$ cat src/rtl/prog_timer_ctrl.sv
// prog_timer_ctrl: period/one-shot controller for an external NIB-stage
// 4-bit counter chain. It computes the preload word and drives ld/en/clr.
//
// Ports:
//   cp, mr_b            clock and async active-low reset
//   cfg_valid/ready     period handshake (cfg_period, cfg_oneshot)
//   start, stop         run control
//   chain_tc            terminal count returned by the last stage
//   p, ld, en, clr      chain preload word and control
//   tick, busy          registered tick pulse and run status
//   tick_cnt            saturating tick count since the last LOAD
module prog_timer_ctrl #(
  parameter  int NIB = 2,
  localparam int W   = 4 * NIB
) (
  input  logic         cp,
  input  logic         mr_b,
  input  logic         cfg_valid,
  output logic         cfg_ready,
  input  logic [W-1:0] cfg_period,
  input  logic         cfg_oneshot,
  input  logic         start,
  input  logic         stop,
  input  logic         chain_tc,
  output logic [W-1:0] p,
  output logic         ld,
  output logic         en,
  output logic         clr,
  output logic         tick,
  output logic         busy,
  output logic [7:0]   tick_cnt
);

  typedef enum logic [1:0] {
    IDLE = 2'd0,
    LOAD = 2'd1,
    RUN  = 2'd2,
    HALT = 2'd3
  } state_e;

  state_e       state_q;
  logic         loaded_q;
  logic         oneshot_q;
  logic         first_q;
  logic [W-1:0] p_q;
  logic         tick_q;
  logic [7:0]   tick_cnt_q;

  logic in_idle;
  logic in_load;
  logic in_run;
  logic in_halt;
  logic cfg_acc;
  logic go;
  logic tc_hit;

  assign in_idle = (state_q == IDLE);
  assign in_load = (state_q == LOAD);
  assign in_run  = (state_q == RUN);
  assign in_halt = (state_q == HALT);

  assign cfg_ready = in_idle | in_halt;
  assign busy      = in_load | in_run;

  // A config handshake wins over start in the same cycle.
  assign cfg_acc = cfg_valid & cfg_ready;
  assign go      = start & loaded_q & ~cfg_acc;

  // Terminal count only matters while running, and stop overrides it.
  assign tc_hit = in_run & chain_tc & ~stop;

  // Periodic mode reloads in the tc cycle itself, so the chain
  // restarts from p with no dead cycle and the period is exactly N.
  always_comb begin
    ld  = 1'b0;
    en  = 1'b0;
    clr = 1'b0;
    unique case (1'b1)
      in_load: ld = 1'b1;
      in_run: begin
        en = ~stop;
        ld = tc_hit & ~oneshot_q;
      end
      in_halt: clr = first_q;
      default: ;
    endcase
  end

  always_ff @(posedge cp or negedge mr_b) begin
    if (!mr_b) begin
      state_q    <= IDLE;
      loaded_q   <= 1'b0;
      oneshot_q  <= 1'b0;
      first_q    <= 1'b0;
      p_q        <= '0;
      tick_q     <= 1'b0;
      tick_cnt_q <= '0;
    end else begin
      tick_q  <= 1'b0;
      first_q <= 1'b0;
      unique case (state_q)
        IDLE, HALT: begin
          if (cfg_acc) begin
            loaded_q  <= 1'b1;
            oneshot_q <= cfg_oneshot;
            // Two's complement gives 2^W - N; N = 0 maps to 0,
            // which is a full 2^W-cycle period.
            p_q       <= ~cfg_period + 1'b1;
          end else if (go) begin
            state_q <= LOAD;
          end
        end
        LOAD: begin
          tick_cnt_q <= '0;
          if (stop) begin
            state_q <= HALT;
            first_q <= 1'b1;
          end else begin
            state_q <= RUN;
          end
        end
        RUN: begin
          if (stop) begin
            state_q <= HALT;
            first_q <= 1'b1;
          end else if (chain_tc) begin
            tick_q <= 1'b1;
            if (tick_cnt_q != 8'hFF) begin
              tick_cnt_q <= tick_cnt_q + 8'd1;
            end
            if (oneshot_q) begin
              state_q <= HALT;
              first_q <= 1'b1;
            end
          end
        end
        default: state_q <= IDLE;
      endcase
    end
  end

  assign p        = p_q;
  assign tick     = tick_q;
  assign tick_cnt = tick_cnt_q;

endmodule

$ cat config.mk
export PLATFORM = sky130hd
export DESIGN_NAME = prog_timer_ctrl
export DESIGN_NICKNAME = d
export VERILOG_FILES = /design/src/rtl/prog_timer_ctrl.sv
export SDC_FILE = /design/constraint.sdc
export NUM_CORES = 1
export LEC_CHECK = 0
export BUFFER_PORTS_ARGS = -buffer_cell sky130_fd_sc_hd__buf_4
export CORE_MARGIN = 5
export CORE_UTILIZATION = 49
export DETAILED_ROUTE_END_ITERATION = 8
export GPL_TIMING_DRIVEN = 0
export MAX_ROUTING_LAYER = met4
export PLACE_DENSITY = 0.78
export SKIP_LAST_GASP = 1
export SLEW_MARGIN = 5
export SYNTH_ARGS = -nofsm -noshare
export SYNTH_HDL_FRONTEND = slang
export SYNTH_SLANG_ARGS = --single-unit
$ cat constraint.sdc
create_clock -name cp -period 2.35 [get_ports cp]
set_clock_uncertainty 0.2 [all_clocks]
set_input_delay 0.47 -clock cp [delete_from_list [all_inputs] [get_ports cp]]
set_output_delay 0.47 -clock cp [all_outputs]
set_load 0.05 [all_outputs]
==> impl_summary.md, run 1 <==
Status
The flow ran to the end, and the final reports show no timing, DRC or antenna violations.

GRT
Across every metal layer, demand over resource in global routing totals 0.157. The total congestion overflow after global routing is 0. The number of global-route vias before repair is 1036. Entering global routing, the biggest net connects 23 pins.

The initial antenna violation count is 0. The first global-routing pass estimated 4.16 mm of wire.

Cells and area
For this run, the number of standard cells in the final layout without fillers is 196. Measured on the finished design, the core utilization comes to 0.678. After routing the design area is 0.00153 mm2. After the last flow step, the layout net total stands at 190. The synthesis-to-finish area growth is 30.3%. The layout cell share with drive strength beyond 1 is 0.292. The number of antenna diodes in the final layout is 0.

Floorplanning
37 I/O pins were placed. The floorplan step defined a die boundary enclosing 0.00347 mm2. The floorplan has 17 rows. The die outline height is 58.9 um. The total area inside the core boundary comes to 0.00225 mm2. The horizontal die dimension is 58.9 um.

For this configuration, the core starts out at a cell density of 0.520.

Clocking
The deepest level of the CTS H-tree is 1. Buffers inserted during clock tree synthesis total 3. The TritonCTS sink count is 22.

Clock-pin slew was measured on the worst setup and hold paths at 0.11 ns. The root buffer selected by CTS is sky130_fd_sc_hd__clkbuf_4. The TritonCTS clock tree is built. In this run the deepest clock path goes through 2 buffers.

The worst-skew pair later-pin latency is 0.30 ns.

Timing
Based on the critical path, the design can be clocked at up to 445 MHz. The aggregate negative setup slack is 0 ns. The pin slew with the least headroom to its limit is 0.353 ns. Setup repair after global routing left no endpoint under its margin. Measured against its own limit, the worst slew margin works out to 0.765. Hold is met by 0.196 ns. The share of the cycle needed by the critical path after routing is 0.957.

Setup violations remaining at the end of the flow were counted as 0. The total count of hold-check failures in the final report came to 0. The final count of pins violating max slew is 0. The setup slack after layout is 0.101 ns. For the finished layout, the period the worst path requires is 2.25 ns.

Drt
Across all layers, the routed design uses 1043 vias. The average wire per cell in the routed design is 12.4 um. The detail route stage leaves a number of antenna-violating nets equal to 0.

The total iterations of the first detailed-routing run is 4. The iteration-0 DRC count of the detailed router is 38. The ratio of routed vias to standard cells is 5.32. The wire length reported by the detailed router is 2.43 mm. For this run, design rule violations remaining after detail routing come to 0.

Synth
The post-synth net total is 147. The total number of yosys warnings is 0. The count of cell types in the netlist is 33. The proportion of synthesized chip area in sequential cells is 0.470. The cell count after synthesis came out at 127.

The largest area contributor in the netlist is sky130_fd_sc_hd__dfrtp_1. The top cell type's share of synthesized area is 0.470. In this run, synthesis produced a sequential element count of 22. The post-synthesis instance area is 0.00117 mm2. By area the synthesized netlist is led by sky130_fd_sc_hd__dfrtp_1 47%, sky130_fd_sc_hd__nand2_1 5.4%, sky130_fd_sc_hd__ha_1 5.3%. The average instance in the mapped netlist occupies 9.23 um2.

Critical path
Counting cells, the worst reg-to-reg path comes to 5. The end point of the critical path is en. The worst endpoint required time is 1.68 ns.

The origin of the critical flop-to-flop path is tick_cnt[0]. In this run the worst path has a maximum fanout of 10. In this run the worst setup path begins at state_q[0]. At the worst endpoint, the arrival time is 1.58 ns.

For flop-to-flop paths, the worst setup slack is 0.38 ns. The nature of the critical path startpoint is a flop. The critical path in this run is classified as flop to primary output. STA classifies the critical path endpoint as a primary output. The destination of the worst register-to-register timing path is tick_cnt[5].

Pwr
The worst voltage drop across the vdd grid is 0.000992 V. The reported leakage power is 0.755 nW. The power per cell area is 1270 mW/mm2. The overall power consumption is 1.93 mW.

Placed design
The final weighted congestion in routability-driven placement is 0.807. The total placed cells including tap cells is 191. The cell area reported after detailed placement is 0.00148 mm2. The number of buffers inserted by port buffering is 36. Timing analysis after detailed placement gives a worst setup slack of 0.248 ns. The placed wire-length estimate is 1.96 mm.

Flow run
The max capacitance violation total is 0.

Min path
The worst min-delay path class is input pin to flop.
-- cells in the mapped netlist --
master,count
sky130_fd_sc_hd__nand3b_1,2
sky130_fd_sc_hd__nand2_1,17
sky130_fd_sc_hd__o21bai_1,1
sky130_fd_sc_hd__dfrtp_1,22
sky130_fd_sc_hd__o21ai_2,1
sky130_fd_sc_hd__o211ai_1,3
sky130_fd_sc_hd__nor4_1,2
sky130_fd_sc_hd__clkbuf_1,2
sky130_fd_sc_hd__inv_1,8
sky130_fd_sc_hd__and3_1,1
sky130_fd_sc_hd__a22oi_1,2
sky130_fd_sc_hd__nand4_1,2
sky130_fd_sc_hd__xor2_1,2
sky130_fd_sc_hd__o311a_1,1
sky130_fd_sc_hd__nor3b_1,1
sky130_fd_sc_hd__xnor2_1,4
sky130_fd_sc_hd__nand3b_4,1
sky130_fd_sc_hd__or3_1,2
sky130_fd_sc_hd__clkinv_4,1
sky130_fd_sc_hd__nand3_1,7
sky130_fd_sc_hd__a21oi_1,2
sky130_fd_sc_hd__and2_1,1
sky130_fd_sc_hd__nor2b_1,1
sky130_fd_sc_hd__a211oi_1,1
sky130_fd_sc_hd__nor2_1,13
sky130_fd_sc_hd__a31oi_1,2
sky130_fd_sc_hd__ha_1,5
sky130_fd_sc_hd__nor3_1,3
sky130_fd_sc_hd__o21ai_0,11
sky130_fd_sc_hd__nand2b_1,2
sky130_fd_sc_hd__buf_2,1
sky130_fd_sc_hd__o211a_1,1
sky130_fd_sc_hd__mux2_2,2
-- logic make-up (layout without fill, tap and decap cells) --
kind of cell,after synthesis,count (layout),synth area share
AO/OA/AOI/OAI,25,25,0.136
buffers and inverters,12,53,0.0438
adder cells (fa/ha/maj),5,5,0.0534
XOR/XNOR,6,6,0.0448
flip-flops,22,22,0.470
multiplexers,2,2,0.0192
AND/OR/NAND/NOR,55,55,0.234
-- worst max-delay path, stage by stage, from the launching register on --
cell and delay [ns]:
sky130_fd_sc_hd__dfrtp_1 0.40, sky130_fd_sc_hd__inv_1 0.06, sky130_fd_sc_hd__ha_1 0.21, sky130_fd_sc_hd__clkbuf_2 0.22
sky130_fd_sc_hd__nor2b_2 0.18, sky130_fd_sc_hd__buf_4 0.20
-- placed cells by master, fill, tap and decap left out --
cell type	synthesis	layout
sky130_fd_sc_hd__nor3_1	3	3
sky130_fd_sc_hd__o211a_1	1	1
sky130_fd_sc_hd__and3_1	1	1
sky130_fd_sc_hd__a211oi_1	1	1
sky130_fd_sc_hd__nor3b_1	1	1
sky130_fd_sc_hd__clkbuf_4	0	3
sky130_fd_sc_hd__clkbuf_1	2	1
sky130_fd_sc_hd__o311a_1	1	1
sky130_fd_sc_hd__nor4_1	2	2
sky130_fd_sc_hd__clkinv_4	1	1
sky130_fd_sc_hd__a21oi_1	2	2
sky130_fd_sc_hd__buf_2	1	1
sky130_fd_sc_hd__a31oi_1	2	2
sky130_fd_sc_hd__nor2_1	13	12
sky130_fd_sc_hd__a22oi_1	2	2
sky130_fd_sc_hd__or3_1	2	2
sky130_fd_sc_hd__nand3_1	7	7
sky130_fd_sc_hd__inv_1	8	8
sky130_fd_sc_hd__nor2_2	0	1
sky130_fd_sc_hd__nor2b_2	0	1
sky130_fd_sc_hd__o21bai_1	1	1
sky130_fd_sc_hd__nand3b_4	1	1
sky130_fd_sc_hd__xnor2_1	4	4
sky130_fd_sc_hd__ha_1	5	5
sky130_fd_sc_hd__dlygate4sd3_1	0	1
sky130_fd_sc_hd__nand3b_1	2	2
sky130_fd_sc_hd__nand2_1	17	17
sky130_fd_sc_hd__dfrtp_1	22	22
sky130_fd_sc_hd__nand4_1	2	2
sky130_fd_sc_hd__buf_6	0	1
sky130_fd_sc_hd__and2_1	1	1
sky130_fd_sc_hd__mux2_2	2	2
sky130_fd_sc_hd__nand2b_1	2	2
sky130_fd_sc_hd__buf_4	0	36
sky130_fd_sc_hd__xor2_1	2	2
sky130_fd_sc_hd__clkbuf_2	0	1
sky130_fd_sc_hd__o21ai_2	1	1
sky130_fd_sc_hd__o21ai_0	11	11
sky130_fd_sc_hd__o211ai_1	3	3
-- metal layers --
metal  share of wire  global-route usage  wire length [um]  vias up
li1                -                   -                 -      524
met1            0.41               0.170               999      482
met2            0.51               0.279              1240       33
met3           0.072              0.0373               174        4
met4          0.0086              0.0518                21        0
met5               0                   -                 0        -
-- state kept, by name, indices dropped and copies added (netlist names) --
name and flops:
loaded_q 1, state_q 2, tick_cnt 8, first_q 1
oneshot_q 1, p 8, tick 1
-- layout make-up --
| cell class | instances | area, um2 |
|---|---|---|
| fillers | 198 | 727 |
| repair buffers | 38 | 292 |
| clock buffers | 3 | 22.5 |
| flip-flops and latches | 22 | 551 |
| plain buffers | 3 | 13.8 |
| inverters | 9 | 38.8 |
| well taps | 28 | 35.0 |
| multi-input cells | 93 | 576 |
-- where the power goes --
part / leakage, nW / internal, mW / switching (mW) / total, mW
clock network: 0.0138 / 0.0597 / 0.106 / 0.166
registers: 0.279 / 0.495 / 0.0729 / 0.568
logic: 0.462 / 0.378 / 0.822 / 1.20
-- worst min path at each step --
stage | slack, ns | to | start | cells after the start
2_1_floorplan | -0.03 | first_q | mr_b | 0
3_3_place_gp | 0.17 | tick_cnt[0] | mr_b | 1
3_5_place_dp | 0.17 | tick_cnt[3] | mr_b | 1
4_1_cts | 0.19 | oneshot_q | cfg_oneshot | 2
5_1_grt | 0.18 | oneshot_q | cfg_oneshot | 2
6_report | 0.20 | oneshot_q | cfg_oneshot | 2
-- what timing repair did --
item	in CTS	in global routing
resized for setup	1	1
hold buffers	1	0
endpoints found under the setup margin	1	2
gates cloned	0	0
setup buffers	0	1
hold endpoints to repair	22	0
Note: power is estimated with default switching activity, not from simulation.
==> inputs of run 2 (changes only) <==
==> constraint.sdc (replaced) <==
create_clock -name cp -period 2.35 [get_ports cp]
set_clock_uncertainty 0.2 [all_clocks]
set_input_delay 0.5875 -clock cp [delete_from_list [all_inputs] [get_ports cp]]
set_output_delay 0.5875 -clock cp [all_outputs]
set_load 0.05 [all_outputs]
==> impl_summary.md, run 2 (same netlist as run 1, synthesis figures left out) <==
GRT
The number of global-route vias before repair is 1041 (+0.48%). The total global routing track utilization is 0.157 (+0.000396). The largest net degree at the start of global routing is 23 (unchanged). The total congestion overflow after global routing is 0 (unchanged). The first-pass GRT wire length is 4.17 mm (+0.34%). The initial antenna violation count came to 0 (unchanged).

Critical path
The slowest stage of the critical path belongs to the cell sky130_fd_sc_hd__dfrtp_1. The buffer and inverter count on the worst path was 3 (unchanged). The element type at the critical path end is a primary output. The biggest fanout along the worst timing path is 10 (unchanged). The worst endpoint required time came to 1.56 ns (-0.12 ns). Grouping stages by cell kind, the critical path spends the most delay in flip-flops. Traced cell by cell, the critical path runs through inv_1 -> ha_2 -> buf_4 -> nor2b_2 -> buf_6. STA classifies the critical path startpoint as a flop. The setup path with the least slack is of type flop to primary output.

The data arrival time of the worst path is 1.47 ns (-0.11 ns). The critical path's largest stage delay is 0.40 ns (about the same).

Timing
The number of setup violations in the final report is 0 (unchanged). The aggregate negative setup slack came to 0 ns (unchanged). The worst max-slew margin expressed relative to the limit is 0.765 (about the same). The achievable frequency is 442 MHz (-0.58%). The total count of hold-check failures in the final report came to 0 (unchanged). The share of the cycle needed by the critical path after routing was 0.962 (+0.00561). The final critical-path required period came to 2.26 ns (+0.0132 ns).

The final count of pins violating max slew was 0 (unchanged). Setup repair after global routing left no endpoint under its margin. The pin slew with the least headroom to its limit is 0.353 ns (+0.0000145 ns).

Placed design
The total placed cells including tap cells was 191 (unchanged). The final weighted congestion in routability-driven placement was 0.807 (unchanged). The placed wire-length estimate came to 1.96 mm (unchanged). The cell area reported after detailed placement was 0.00148 mm2 (unchanged). The number of buffers inserted by port buffering is 36 (unchanged).

Drt
The iteration-0 DRC count of the detailed router came to 40 (+5.3%). The count of nets left with antenna violations after detail routing is 0 (unchanged). The total iterations of the first detailed-routing run is 4 (unchanged). The average wire per cell in the routed design is 12.4 um (+0.27%). The detailed-route via count is 1039 (-0.38%).

The number of remaining DRC errors is 0 (unchanged). The wire length reported by the detailed router was 2.45 mm (+0.78%). The ratio of routed vias to standard cells is 5.27 (-0.89%).

Cells and area
The synthesis-to-finish area growth is 31.9%. The footprint of the multi-input gates is 581 um2 (+0.87%). The total number of nets in the final design is 191 (+0.53%). The combined flip-flop and latch cell area was 551 um2 (unchanged). The top cell types in the final layout, fill and taps aside, are 37 x sky130_fd_sc_hd__buf_4, 22 x sky130_fd_sc_hd__dfrtp_1, 17 x sky130_fd_sc_hd__nand2_1, 11 x sky130_fd_sc_hd__nor2_1, 11 x sky130_fd_sc_hd__o21ai_0. The final standard cell count with taps included and fillers excluded was 197 (+0.51%). The post-route standard cell area excluding fillers is 0.00155 mm2 (+1.2%).

The layout cell share with drive strength beyond 1 is 0.308 (+0.0160). The count of filler cells inserted in the layout is 195 (-1.5%). The final cell utilization of the core came to 0.686 (+0.00833). The number of diodes came to 0 (unchanged).

The leading cell type in the layout, fill and taps excluded is sky130_fd_sc_hd__buf_4.

Pwr
The power per cell area is 1270 mW/mm2 (+0.24%). The reported leakage power was 0.759 nW (+0.53%). The overall power consumption was 1.96 mW (+1.5%).

The worst voltage drop across the vdd grid was 0.000990 V (-0.22%).

Clocking
Clock tree synthesis selected as its root buffer the cell sky130_fd_sc_hd__clkbuf_4. The deepest level of the CTS H-tree is 1 (unchanged). TritonCTS built the clock tree. The clock buffer count from CTS was 3 (unchanged). The buffer levels on the longest clock path came to 2 (unchanged).

The worst-skew pair later-pin latency is 0.30 ns (about the same). The register clock-pin slew on the reported worst setup and hold paths is 0.11 ns (about the same). The TritonCTS sink count is 22 (unchanged).

Floorplanning
The die outline area is 0.00347 mm2 (unchanged). The effective utilization at floorplan is 0.520 (unchanged). The die outline height is 58.9 um (unchanged). The total core area is 0.00225 mm2 (unchanged). The horizontal die dimension was 58.9 um (unchanged). The number of top-level pins was 37 (unchanged). The count of standard-cell rows is 17 (unchanged).

Flow run
The max capacitance violation total is 0 (unchanged).

Min path
The tightest min-delay check is of the flop to flop type.

Status
The run finished with clean final reports.
run 2: timing repair:
item                                    4_1_cts  5_1_grt
pin swaps                                     0        1
endpoints found under the hold margin        22        0
endpoints found under the setup margin        2        2
setup buffers                                 1        1
gates resized for setup                       4        3
hold buffers                                  1        0
run 2: path summary, 6_finish.rpt:
check                              end  depth (start not counted)       start  slack [ns]
hold / removal                loaded_q                          1    loaded_q        0.28
setup / recovery                    en                          5  state_q[0]        0.09
hold reg to reg               loaded_q                          1    loaded_q        0.28
setup reg to reg           tick_cnt[5]                          8  state_q[0]        0.36
min in group asynchronous  tick_cnt[0]                          2        mr_b        0.50
max in group asynchronous  tick_cnt[4]                          2        mr_b        1.23
run 2: report_power, final:
group          total [mW]  switching (mW)  internal (mW)  leakage (nW)
sequential          0.570          0.0749          0.495         0.279
clock               0.165           0.106         0.0597        0.0138
combinational        1.23           0.828          0.399         0.466
total                1.96            1.01          0.954         0.759
run 2: routing by layer:
metal  vias up  global-route usage  wire [um]
li1        527                   -          -
met1       481               0.171       1040
met2        27               0.279       1240
met3         4              0.0373        153
met4         0              0.0518         21
met5         -                   -          0
run 2: area by class of cell:
cell class | instances | share of cell area
buffer | 3 | 0.0105
clock buffer | 3 | 0.0146
inverter | 9 | 0.0251
multi-input combinational | 93 | 0.375
sequential | 22 | 0.356
tap | 28 | 0.0227
timing repair buffer | 39 | 0.196
run 2: stage by stage:
step | setup slack, ns | hold WS, ns
2_1_floorplan | 0.0653 | 0.0919
3_3_place_gp | 0.152 | 0.256
3_5_place_dp | 0.131 | 0.256
4_1_cts | 0.0209 | 0.285
5_1_grt | 0.00242 | 0.298
6_report | 0.0881 | 0.282
==> inputs of run 3 (changes only) <==
Settings changed: CORE_UTILIZATION 49 to 45, PLACE_DENSITY 0.78 to 0.76.
Clock period 2.35 ns to 1.9 ns, I/O delays scaled along.
==> impl_summary.md, run 3 (same netlist as run 1, synthesis figures left out) <==
Status
The flow ran to the end, but the final reports show violations. The final reports fail on negative setup slack.

Clocking
The clock buffer count from CTS is 3 (unchanged). The buffer levels on the longest clock path came to 2 (unchanged). The TritonCTS sink count is 22 (unchanged). The tree is rooted in a sky130_fd_sc_hd__clkbuf_4. The TritonCTS clock tree is built. The worst-skew pair later-pin latency is 0.30 ns (about the same). The deepest level of the CTS H-tree was 1 (unchanged).

The register clock-pin slew on the reported worst setup and hold paths is 0.12 ns (about the same).

Floorplanning
The number of top-level pins was 37 (unchanged). The die outline area is 0.00373 mm2 (+7.3%). The count of standard-cell rows is 18 (+1). The effective utilization at floorplan is 0.473 (-0.0467). The die outline height was 61.0 um (+3.6%).

The horizontal die dimension is 61.0 um (+3.6%). The total core area was 0.00248 mm2 (+9.9%).

Timing
The total count of hold-check failures in the final report was 0 (unchanged). The aggregate negative setup slack is -0.605 ns (-0.605 ns). The number of setup violations in the final report is 6 (+6). The share of the cycle needed by the critical path after routing is 1.09. The setup slack after layout is -0.174 ns (-0.262 ns). The pin slew with the least headroom to its limit is 0.301 ns (-0.0519 ns).

Setup repair after global routing could not meet its margin everywhere. The achievable frequency is 482 MHz. The final count of pins violating max slew is 0 (unchanged). After layout, the minimum clock period comes to 2.07 ns. The worst max-slew margin expressed relative to the limit came to 0.798 (+0.0330).

Pwr
The switching fraction of total power is 0.495 (-0.0194). The relative contribution of sequential cells to total power is 0.264 (-0.026). The net switching power of the design was 1.36 mW (+34%). The overall power consumption is 2.74 mW (+40%). The power per cell area came to 1650 mW/mm2 (+30%). The internal power consumption is 1.38 mW (+45%). The combinational group share of total power is 0.656 (+0.031). The relative contribution of the clock network to total power is 0.080 (-0.004). The reported leakage power is 0.788 nW (+3.8%). The worst voltage drop across the vdd grid came to 0.00148 V (+49%).

GRT
The total congestion overflow after global routing is 0 (unchanged). The total global routing track utilization is 0.164 (+0.00713). The number of global-route vias before repair is 1075 (+3.3%).

The initial antenna violation count is 0 (unchanged). The first-pass GRT wire length is 4.54 mm (+8.8%). The largest net degree at the start of global routing is 23 (unchanged).

Critical path
Traced cell by cell, the critical path runs through inv_2 -> ha_4 -> nand3b_4 -> nor2_4 -> nor2_2 -> nor2_4 -> buf_8. STA classifies the critical path endpoint as a primary output. The class of the most critical setup path is flop to primary output. The data arrival time of the worst path is 1.40 ns (-0.07 ns).

The slowest cell on the critical path is sky130_fd_sc_hd__dfrtp_1. The worst setup path is launched from a flop. The cell that appears most often on the critical path is sky130_fd_sc_hd__nor2_4. The worst endpoint required time was 1.22 ns (-0.34 ns). The biggest fanout along the worst timing path is 2 (-8).

The critical path's largest stage delay is 0.41 ns (about the same).

Cells and area
The footprint of the multi-input gates came to 621 um2 (+6.9%). The layout cell share with drive strength beyond 1 is 0.389 (+0.0809). The leading cell type in the layout, fill and taps excluded is sky130_fd_sc_hd__buf_4. The count of filler cells inserted in the layout is 197 (+1.0%).

The combined flip-flop and latch cell area is 554 um2 (+0.68%). The post-route standard cell area excluding fillers is 0.00166 mm2 (+7.5%). The total number of nets in the final design is 196 (+2.6%). In the layout the commonest cells are 39 x sky130_fd_sc_hd__buf_4, 19 x sky130_fd_sc_hd__dfrtp_1, 17 x sky130_fd_sc_hd__nand2_1, 11 x sky130_fd_sc_hd__o21ai_0, 10 x sky130_fd_sc_hd__nor2_1. The area growth from synthesis to layout is 41.8%. The final standard cell count with taps included and fillers excluded is 205 (+4.1%). The number of diodes is 0 (unchanged).

Placed design
The number of buffers inserted by port buffering was 36 (unchanged). The cell area reported after detailed placement came to 0.00152 mm2 (+2.7%). The final weighted congestion in routability-driven placement is 0.773 (-4.3%). The placed wire-length estimate is 1.95 mm (-0.61%). The total placed cells including tap cells was 193 (+1.0%).

Flow run
The max capacitance violation total is 0 (unchanged).

Drt
The detailed-route via count came to 1063 (+2.3%). The total iterations of the first detailed-routing run came to 4 (unchanged). The ratio of routed vias to standard cells is 5.19 (-1.7%). The number of remaining DRC errors is 0 (unchanged). The average wire per cell in the routed design came to 12.9 um (+3.5%). The wire length reported by the detailed router is 2.64 mm (+7.7%).

The iteration-0 DRC count of the detailed router is 39 (-2.5%). The count of nets left with antenna violations after detail routing came to 0 (unchanged).

Min path
The worst min-delay path class is input pin to flop.
run 3: worst paths after layout:
path | start | endpoint | slack, ns | cells after the start
hold reg to reg | loaded_q | loaded_q | 0.29 | 1
setup reg to reg | state_q[0] | tick_cnt[5] | -0.03 | 8
setup / recovery | state_q[0] | ld | -0.17 | 7
max in group asynchronous | mr_b | state_q[1] | 0.88 | 2
min in group asynchronous | mr_b | tick_cnt[5] | 0.38 | 2
hold / removal | cfg_oneshot | oneshot_q | 0.20 | 2
run 3: metrics by stage:
stage	setup WS, ns	hold WS, ns	util
floorplan	0.000845	-0.0206	-
global placement	-0.0183	0.179	0.615
detailed placement	-0.0519	0.179	0.615
CTS	-0.177	0.196	0.659
global route	-0.250	0.193	0.671
finish	-0.174	0.203	0.671
run 3: timing repair:
| item | CTS | global route |
|---|---|---|
| resized for setup | 11 | 9 |
| endpoints found under the hold margin | 22 | 0 |
| hold buffers | 1 | 0 |
| buffers inserted | 5 | 2 |
| pin swaps | 1 | 0 |
| setup endpoints to repair | 6 | 14 |
run 3: area by class of cell:
type | instances | share of cell area
buffer | 3 | 0.0158
clock buffer | 4 | 0.0158
inverter | 9 | 0.0256
multi-input combinational | 93 | 0.373
sequential | 22 | 0.333
tap | 30 | 0.0226
timing repair buffer | 44 | 0.214
run 3: power by group through the flow:
stage	clock [mW]	combinational (mW)	sequential [mW]
final	0.220	1.80	0.723
after global routing	0.246	1.93	0.748
after CTS	0.228	1.74	0.717
after detailed placement	0	1.56	0.730
after global placement	0	1.54	0.723
after floorplan	0	0.798	1.07
run 3: layer usage:
layer,up-vias,global-route usage,share of wire
met5,-,-,0
met4,0,0.0650,0.0030
met3,2,0.0294,0.062
met2,32,0.285,0.52
met1,493,0.186,0.41
li1,536,-,-
run 3: critical path, delay by kind of cell, from the launching register on:
family | cells | cell delay [ns]
fa+ha+maj | 1 | 0.15
buf+inv | 2 | 0.22
flops | 1 | 0.41
simple gates | 4 | 0.32
